**src/rtl/rc4_pkg.sv**
```systemverilog
// Shared RC4 keystream types and constants: FSM encoding, S-box geometry and per-phase cycle counts.
// No logic; key_byte selects one byte of the 24-bit key, MSB first.
package rc4_pkg;

   localparam int SBOX_DEPTH           = 256;
   localparam int KEY_BYTES            = 3;
   localparam int INIT_CYCLES          = 256;
   localparam int KSA_CYCLES_PER_ITER  = 4;
   localparam int PRGA_CYCLES_PER_BYTE = 6;

   typedef enum logic [3:0] {
      ST_IDLE,
      ST_INIT,
      ST_RD_I,
      ST_RD_J,
      ST_WR_I,
      ST_WR_J,
      ST_P_RD_I,
      ST_P_RD_J,
      ST_P_WR_I,
      ST_P_WR_J,
      ST_P_RD_K,
      ST_P_OUT
   } state_e;

   function automatic logic [7:0] key_byte(input logic [23:0] key, input logic [1:0] sel);
      logic [7:0] b;
      case (sel)
         2'd0:    b = key[23:16];
         2'd1:    b = key[15:8];
         default: b = key[7:0];
      endcase
      return b;
   endfunction

endpackage

```
**src/rtl/rc4_sbox_ram.sv**
```systemverilog
// 256x8 single-port S-box RAM, synchronous read and write, read-first on a same-address write.
// One-cycle read latency; no backpressure, contents are not reset.
module rc4_sbox_ram
   import rc4_pkg::*;
(
   input  logic       clk,
   input  logic [7:0] addr,
   input  logic [7:0] wdata,
   input  logic       we,
   output logic [7:0] rdata
);

   logic [7:0] mem_q [SBOX_DEPTH];
   logic [7:0] rdata_q;

   always_ff @(posedge clk) begin
      if (we) begin
         mem_q[addr] <= wdata;
      end
      rdata_q <= mem_q[addr];
   end

   assign rdata = rdata_q;

endmodule

```
**src/rtl/rc4_keystream_gen.sv**
```systemverilog
// RC4 keystream generator: S-box init, KSA, then one PRGA byte per valid/ready handshake.
// First byte valid 1286 cycles after start, then 6 cycles after each handshake; stalls in P_OUT with the S-box untouched.
module rc4_keystream_gen
   import rc4_pkg::*;
#(
   parameter int unsigned LENGTH = 32
) (
   input  logic        clk,
   input  logic        reset_n,
   input  logic [23:0] key,
   input  logic        start,
   output logic        busy,
   output logic        done,
   output logic [7:0]  ks_data,
   output logic        ks_valid,
   input  logic        ks_ready
);

   localparam logic [15:0] LEN16    = 16'(LENGTH);
   localparam logic [7:0]  LAST_IDX = 8'(SBOX_DEPTH - 1);
   localparam logic [7:0]  INIT_END = 8'(INIT_CYCLES - 1);
   localparam logic [1:0]  KSEL_END = 2'(KEY_BYTES - 1);

   state_e      state_q, state_d;
   logic [7:0]  i_q, i_d, j_q, j_d;
   logic [1:0]  ksel_q, ksel_d;
   logic [7:0]  si_q, si_d, sj_q, sj_d;
   logic [15:0] cnt_q, cnt_d;
   logic [23:0] key_q, key_d;
   logic        busy_q, busy_d, done_q, done_d, vld_q, vld_d;
   logic [7:0]  dat_q, dat_d;

   logic [7:0]  ram_addr, ram_wdata, ram_rdata;
   logic        ram_we;

   rc4_sbox_ram u_sbox (
      .clk   (clk),
      .addr  (ram_addr),
      .wdata (ram_wdata),
      .we    (ram_we),
      .rdata (ram_rdata)
   );

   always_comb begin
      state_d   = state_q;
      i_d       = i_q;
      j_d       = j_q;
      ksel_d    = ksel_q;
      si_d      = si_q;
      sj_d      = sj_q;
      cnt_d     = cnt_q;
      key_d     = key_q;
      busy_d    = busy_q;
      done_d    = 1'b0;
      vld_d     = vld_q;
      dat_d     = dat_q;
      ram_addr  = i_q;
      ram_wdata = ram_rdata;
      ram_we    = 1'b0;
      case (state_q)
         ST_IDLE: begin
            if (start) begin
               key_d   = key;
               i_d     = 8'd0;
               j_d     = 8'd0;
               ksel_d  = 2'd0;
               cnt_d   = 16'd0;
               busy_d  = 1'b1;
               state_d = ST_INIT;
            end
         end
         ST_INIT: begin
            ram_wdata = i_q;
            ram_we    = 1'b1;
            i_d       = i_q + 8'd1;
            if (i_q == INIT_END) state_d = ST_RD_I;
         end
         ST_RD_I: state_d = ST_RD_J;
         ST_RD_J: begin
            // ram_rdata holds S[i] here; the new j addresses the next read directly
            j_d      = j_q + ram_rdata + key_byte(key_q, ksel_q);
            si_d     = ram_rdata;
            ram_addr = j_d;
            state_d  = ST_WR_I;
         end
         ST_WR_I: begin
            ram_we  = 1'b1;
            state_d = ST_WR_J;
         end
         ST_WR_J: begin
            ram_addr  = j_q;
            ram_wdata = si_q;
            ram_we    = 1'b1;
            i_d       = i_q + 8'd1;
            ksel_d    = (ksel_q == KSEL_END) ? 2'd0 : ksel_q + 2'd1;
            if (i_q == LAST_IDX) begin
               i_d     = 8'd0;
               j_d     = 8'd0;
               state_d = ST_P_RD_I;
            end else begin
               state_d = ST_RD_I;
            end
         end
         ST_P_RD_I: begin
            i_d      = i_q + 8'd1;
            ram_addr = i_d;
            state_d  = ST_P_RD_J;
         end
         ST_P_RD_J: begin
            j_d      = j_q + ram_rdata;
            si_d     = ram_rdata;
            ram_addr = j_d;
            state_d  = ST_P_WR_I;
         end
         ST_P_WR_I: begin
            sj_d    = ram_rdata;
            ram_we  = 1'b1;
            state_d = ST_P_WR_J;
         end
         ST_P_WR_J: begin
            ram_addr  = j_q;
            ram_wdata = si_q;
            ram_we    = 1'b1;
            state_d   = ST_P_RD_K;
         end
         ST_P_RD_K: begin
            ram_addr = si_q + sj_q;
            state_d  = ST_P_OUT;
         end
         ST_P_OUT: begin
            ram_addr = si_q + sj_q;
            if (!vld_q) begin
               dat_d = ram_rdata;
               vld_d = 1'b1;
            end else if (ks_ready) begin
               vld_d = 1'b0;
               cnt_d = cnt_q + 16'd1;
               if (cnt_d == LEN16) begin
                  done_d  = 1'b1;
                  busy_d  = 1'b0;
                  state_d = ST_IDLE;
               end else begin
                  state_d = ST_P_RD_I;
               end
            end
         end
         default: state_d = ST_IDLE;
      endcase
   end

   always_ff @(posedge clk or negedge reset_n) begin
      if (!reset_n) begin
         state_q <= ST_IDLE;
         i_q     <= 8'd0;
         j_q     <= 8'd0;
         ksel_q  <= 2'd0;
         si_q    <= 8'd0;
         sj_q    <= 8'd0;
         cnt_q   <= 16'd0;
         key_q   <= 24'd0;
         busy_q  <= 1'b0;
         done_q  <= 1'b0;
         vld_q   <= 1'b0;
         dat_q   <= 8'd0;
      end else begin
         state_q <= state_d;
         i_q     <= i_d;
         j_q     <= j_d;
         ksel_q  <= ksel_d;
         si_q    <= si_d;
         sj_q    <= sj_d;
         cnt_q   <= cnt_d;
         key_q   <= key_d;
         busy_q  <= busy_d;
         done_q  <= done_d;
         vld_q   <= vld_d;
         dat_q   <= dat_d;
      end
   end

   assign busy     = busy_q;
   assign done     = done_q;
   assign ks_valid = vld_q;
   assign ks_data  = dat_q;

endmodule

```
**config.mk**
```make
export PLATFORM = sky130hd
export DESIGN_NAME = rc4_keystream_gen
export DESIGN_NICKNAME = d
export VERILOG_FILES = /design/src/rtl/rc4_pkg.sv /design/src/rtl/rc4_sbox_ram.sv /design/src/rtl/rc4_keystream_gen.sv
export SDC_FILE = /design/constraint.sdc
export NUM_CORES = 2
export LEC_CHECK = 0
export BUFFER_PORTS_ARGS = -buffer_cell sky130_fd_sc_hd__buf_2
export CAP_MARGIN = 10
export CORE_MARGIN = 1
export CORE_UTILIZATION = 55
export CTS_CLUSTER_SIZE = 8
export DETAILED_ROUTE_END_ITERATION = 7
export GPL_ROUTABILITY_DRIVEN = 0
export PLACE_DENSITY = 0.71
export SYNTH_ARGS = -nofsm -noshare
export SYNTH_HDL_FRONTEND = slang
export SYNTH_SLANG_ARGS = --single-unit
```
**constraint.sdc**
```tcl
create_clock -name clk -period 34 [get_ports clk]
set_clock_uncertainty 0.05 [all_clocks]
set_input_delay 1.7 -clock clk [delete_from_list [all_inputs] [get_ports clk]]
set_output_delay 1.7 -clock clk [all_outputs]
set_load 0.1 [all_outputs]
```
Word level (Yosys, flattened, before mapping)
Memory sizes are Yosys's and may differ from the RTL's. A register that Yosys moved wholly into a read port is not among the register bits.
Cells that the tools add are included.
{"block": "word_totals", "wordCells": 97, "reg_bits": 89, "inputBits": 28, "romBits": 0, "output_inout_bits": 11, "latchBits": 0, "ram_bits": 2048, "memories": 1}
{"block": "classes", "muxes": 37, "div_mod_pow": 0, "shift": 0, "n_lt_le_gt_ge": 0, "eq_ne": 21, "multipliers": 0, "n_reduce_logical": 19, "n_bitwise": 1, "add_sub_neg": 6}
{"name": "u_sbox.mem_q", "depth": 256, "width": 8, "read_ports": 1, "rd_ports_with_merged_regs": 1, "write_ports": 1, "line_no": "rc4_sbox_ram.sv:13", "rtl": "logic [7:0] mem_q [SBOX_DEPTH];"}
{"operator": "$mux W16", "count": 3}
{"operator": "$pmux W4 S12", "count": 1}
{"operator": "$pmux W8 S5", "count": 1}
{"operator": "$mux W8", "count": 4}
{"operator": "$pmux W16 S2", "count": 1}
{"operator": "$pmux W8 S2", "count": 2}
{"operator": "$pmux W8 S4", "count": 1}
{"operator": "$add A8 B8 Y8", "count": 3}
{"operator": "$pmux W8 S3", "count": 1}
{"operator": "$add A16 B1 Y16 const B", "count": 1}
{"operator": "$eq A16 B6 Y1 const B", "count": 1}
{"operator": "$eq A4 B3 Y1 const B", "count": 4}
{"operator": "$eq A4 B4 Y1 const B", "count": 4}
{"operator": "$mux W4", "count": 4}
{"operator": "$mux W1", "count": 13}
{"operator": "$ne A2 B2 Y1 const B", "count": 6}
{"operator": "$add A8 B1 Y8 const B", "count": 1}
{"operator": "$eq A4 B2 Y1 const B", "count": 2}
{"operator": "$eq A8 B8 Y1 const B", "count": 1}
{"operator": "$reduce_and A2 Y1", "count": 4}
{"operator": "$reduce_and A4 Y1", "count": 2}
{"operator": "$reduce_or A2 Y1", "count": 4}
{"operator": "$mux W3", "count": 2}
{"operator": "$reduce_and A5 Y1", "count": 1}
{"operator": "15 further kinds", "count": 17}

Longest topological paths before layout
{"block": "logic_depth", "word_depth": 6, "depth_mapped": 20, "mapped_depth_nobuf": 16}

By module
A second synthesis with hierarchy kept.
{"block": "hier_totals", "cells_unflattened": 4207, "hier_area_um2": 84219.5}
{"mod": "rc4_sbox_ram", "cells_each": 3547, "seq_area_each_um2": 61659.1, "area_each_um2": 78492.8, "instances": 1}
{"mod": "rc4_keystream_gen", "cells_each": 660, "seq_area_each_um2": 2227.1, "area_each_um2": 5726.7, "instances": 1}

Least setup slack after synthesis
OpenSTA, ideal clock, no wires.
{"block": "synth_path", "kind": "reg2reg", "startpoint": "reg state_q[3]", "endpoint": "mem u_sbox.mem_q[0][0], data pin", "n_path_buf": 5, "arrival_ns": 11.639, "stages_incl_launch_ff": 8, "required_time_ns": 31.763, "setup_time_ns": 2.187, "path_slack_ns": 20.124, "synth_period_minus_slack_ns": 13.876, "path_cell_list": "dfrtp_1 -> buf_2 -> buf_2 -> clkbuf_1 -> buf_1 -> clkbuf_1 -> a21oi_1 -> o21ai_0"}
{"block": "synth_between", "elab_chain_cells": 3, "elab_cells_between_ends": 5, "classes_between": "eq/ne: 3; mux: 1; reduce/logical: 1"}
{"element": "start, declared", "line_no": "rc4_keystream_gen.sv:24", "rtl": "state_e state_q, state_d;"}
{"element": "start signal, assigned", "line_no": "rc4_keystream_gen.sv:166", "rtl": "state_q <= state_d;"}
{"element": "$eq A4 B3 Y1 / $eq A4 B4 Y1 (equally long branches)", "line_no": "rc4_keystream_gen.sv:60", "rtl": "case (state_q)"}
{"element": "$reduce_or A2 Y1 (no line)"}
{"element": "$pmux W8 S2 (*)", "line_no": "rc4_keystream_gen.sv:60"}
{"element": "named net ram_wdata[0]", "line_no": "rc4_keystream_gen.sv:33", "rtl": "logic [7:0] ram_addr, ram_wdata, ram_rdata;"}
{"element": "end, declared", "line_no": "rc4_sbox_ram.sv:13"}
The timed path passes the listed nets; every way through them passes the cells marked *.

Worst setup path after layout
{"block": "layout_path", "startpoint": "reg u_sbox.rdata_q[0] (netlist: u_sbox.rdata[0]) (read register of u_sbox.mem_q)", "endpoint": "reg u_sbox.rdata_q[0] (netlist: u_sbox.rdata[0]) (read register of u_sbox.mem_q)"}
{"block": "layout_between", "elab_chain_cells": 3}
{"element": "start, declared", "line_no": "rc4_sbox_ram.sv:14", "rtl": "logic [7:0] rdata_q;"}
{"element": "$add A8 B8 Y8 (*)", "line_no": "rc4_keystream_gen.sv:81, rc4_keystream_gen.sv:110"}
{"element": "$add A8 B8 Y8", "line_no": "rc4_keystream_gen.sv:81", "rtl": "j_d = j_q + ram_rdata + key_byte(key_q, ksel_q);"}
{"element": "$pmux W8 S5 (*)", "line_no": "rc4_keystream_gen.sv:60"}
Mark *: on every way between the ends. The rest lies on a longest branch, timed or not.
A chain may end at the register's enable or synchronous reset.

==> run_results.csv <==
group,metric,value,unit
sta,period_share,0.207,
worst_setup_path,critPathMaxFanout,64,
layout,nets,4654,
yosys,ys_seq_area_frac,0.755,
routing,dr_wl_met2,98200,um
clocking,postCtsSetupBuffers,0,
yosys,synth.distinct_cells,73,
sta,worst_slew_pin_slew,1.36,ns
worst_setup_path,worstSetupPathType,"register to register",
global_routing,grt_pass1_wl,307000,um
layout,fin_util,0.626,
sta,setup_ws,26.96,ns
sta,fin_tns_setup,0,ns
clocking,h-tree-depth,5,
yosys,avgSynthCellArea,18.9,um2
yosys,syn-instance-count,4477,
yosys,async_flop_share,0.0415,
sta,period_minus_slack,7.04,ns
worst_setup_path,worstSetupStartpointType,"register",
routing,drc,0,
routing,highest_layer,"met5",
routing,drt_iter0_markers,5829,
die,die_x,394,um
clocking,clk_pin_slew_worst_paths,0.05,ns
worst_setup_path,end_kind,"register",
layout,fill_cells,10200,
place,place_hpwl,113000,um
worst_setup_path,arrival,7.75,ns
clocking,cts.sinks,2145,
place,port_buffers,38,
sta,slew_viol_final,0,
worst_setup_path,r2r_cells,15,
clocking,cts_buffers,318,
routing,vias,45100,
global_routing,grt_start_max_net_pins,245,
yosys,synth_edf_count,2048,
layout,diodes,0,
die,die_y,394,um
yosys,synth_nets,4532,
run,drv_cap,0,
die,rows,143,
global_routing,grt_antenna_before_repair,13,
layout,area_delta_synth_final,12.6,%
clocking,clk_latency,0.90,ns
run_status,outcome,"complete, no violations",
sta,slew_headroom,0.0919,
clocking,cts_hold_buf,0,
yosys,ys.flop_type,"edfxtp_1",
die,start_util,0.556,
routing,met1_length,81300,um
clocking,cts_root_buffer,"clkbuf_16",
layout,multiInputGateArea,19600,um2
routing,vias_per_cell,6.73,
sta,rsz0062_at_grt,"false",
global_routing,grt_pass1_vias,45000,
routing,dr_wl_met3,21300,um
sta,hold_viol,0,
hold_path,worstHoldPathCells,1,
routing,wire_per_inst,31.0,um
global_routing,overflow,0,
die,core-area,152000,um2
clocking,cts_resized,0,
sta,setup_viol_count_final,0,
yosys,ys_warn_count,0,
sta,max_freq,142,MHz
worst_setup_path,worst-endpoint-required,34.70,ns
layout,postLayoutCellArea,95300,um2
place,dp_worst_setup_slack,27.00,ns
routing,ant_nets,0,
place,placed_cell_area,86900,um2
clocking,cts_tree,"yes",
yosys,ys_seq_elements,2145,
die,die_area,155000,um2
routing,drt-total-wl,208000,um
die,pin_count,39,
clocking,clockBufferDepth,4,
layout,regArea,63900,um2
yosys,synth_area,84600,um2
layout,drive_gt1_frac,0.208,
routing,drt_first_pass_iters,8,
hold_path,hold_class,"register to register",
global_routing,grt_use_total,0.269,
-- worst paths after layout --
check,start,endpoint,slack [ns]
setup / recovery,u_sbox.rdata[0],u_sbox.rdata[0],26.96
hold / removal,key_q[10],key_q[10],0.45
setup reg to reg,u_sbox.rdata[0],u_sbox.rdata[0],26.96
hold reg to reg,key_q[10],key_q[10],0.45
max in group asynchronous,reset_n,sj_q[5],32.07
min in group asynchronous,reset_n,j_q[3],0.71
-- layer usage --
metal,global-route usage,vias up
li1,-,18400
met1,0.388,23400
met2,0.412,2742
met3,0.0549,458
met4,0.0988,6
met5,0,-
-- cells in the final DEF (no fill, tap or decap), drive strengths merged, types with 8 or more instances in the layout --
cell type  instances
a21o               9
a21oi            153
a221oi            51
a22o              35
a22oi            237
a31oi             17
a32oi             35
and3              16
and4b             16
buf               99
clkbuf           377
dfrtp             89
dfxtp              8
edfxtp          2048
ha                24
inv               18
mux2              40
mux2i             34
mux4             440
nand2            299
nand2b            13
nand3             56
nor2             300
nor3              13
o21ai             68
o22ai              8
o31ai             20
or2               14
or3                9
or4               10
xnor2             18
xor2              11
-- critical path, stage by stage, from the launching register on --
cell and delay (ns):
dfxtp_1 0.62, ha_1 0.28, fa_1 0.49, fa_1 0.54
nand2b_1 0.12, a221o_1 0.23, and2_4 0.65, buf_4 0.75
buf_4 0.63, buf_4 0.66, mux4_2 0.41, a22oi_1 0.26
nand2_1 0.12, a22oi_1 0.23, a21oi_1 0.17, or4_1 0.56
-- registers in the layout, indices dropped and copies added, names as in the netlist --
signal and count:
cnt_q 16, ks_data 8, ks_valid 1, si_q 8, state_q 4, i_q 8, sj_q 8, u_sbox.rdata 8
ksel_q 2, key_q 24, busy 1, done 1, u_sbox.mem_q 2048, j_q 8
-- synthesized netlist by cell type, types with 9 or more instances --
| cell type | n | area, um2 |
|---|---|---|
| nand2b_1 | 13 | 81.3 |
| a22oi_1 | 237 | 1780 |
| ha_1 | 24 | 300 |
| or2_2 | 13 | 81.3 |
| a31oi_1 | 17 | 106 |
| nand2_1 | 299 | 1120 |
| and3_1 | 16 | 100 |
| buf_2 | 93 | 465 |
| xor2_1 | 11 | 96.3 |
| inv_1 | 14 | 52.6 |
| dfrtp_1 | 89 | 2230 |
| mux2i_1 | 34 | 340 |
| nand3_1 | 56 | 280 |
| o21ai_0 | 66 | 330 |
| clkbuf_1 | 146 | 548 |
| o31ai_1 | 20 | 150 |
| buf_1 | 46 | 173 |
| edfxtp_1 | 2048 | 61500 |
| a221oi_1 | 50 | 438 |
| or4_1 | 10 | 75.1 |
| or3_1 | 9 | 56.3 |
| mux4_2 | 440 | 9910 |
| xnor2_1 | 18 | 158 |
| nor2_1 | 300 | 1130 |
| a22o_1 | 35 | 307 |
| mux2_2 | 40 | 450 |
| a21o_1 | 9 | 67.6 |
| a32oi_1 | 35 | 307 |
| and4b_1 | 16 | 160 |
| a21oi_1 | 153 | 766 |
| nor3_1 | 13 | 65.1 |
-- logic make-up (layout without fill, tap and decap cells) --
kind of cell,Yosys count,in the layout,synth area share
and+or+nand+nor,781,781,0.0405
buffers and inverters,312,499,0.0160
DFF,2145,2145,0.755
adders and majority gates,27,27,0.00426
AOI/OAI and AO/OA,669,669,0.0549
muxes,514,514,0.126
xor gates and xnor gates,29,29,0.00300
-- stage by stage --
| stage | instances | hold slack [ns] |
|---|---|---|
| after global routing | 6694 | 0.471 |
| after floorplan | 4477 | 0.406 |
| after global placement | 6309 | 0.438 |
| after CTS | 6694 | 0.453 |
| after detailed placement | 6309 | 0.443 |
| final | 6694 | 0.452 |
-- final cells by class --
type                    count  share of cell area
flip-flops and latches   2145               0.670
multi-input cells        2020               0.206
clock buffers             377              0.0873
well taps                2030              0.0267
repair buffers             99             0.00827
clock inverters             8             0.00108
inverters                  15            0.000591
Power is not shown: default switching activity piles up to over one toggle a cycle in this logic, so the estimate is an artifact.
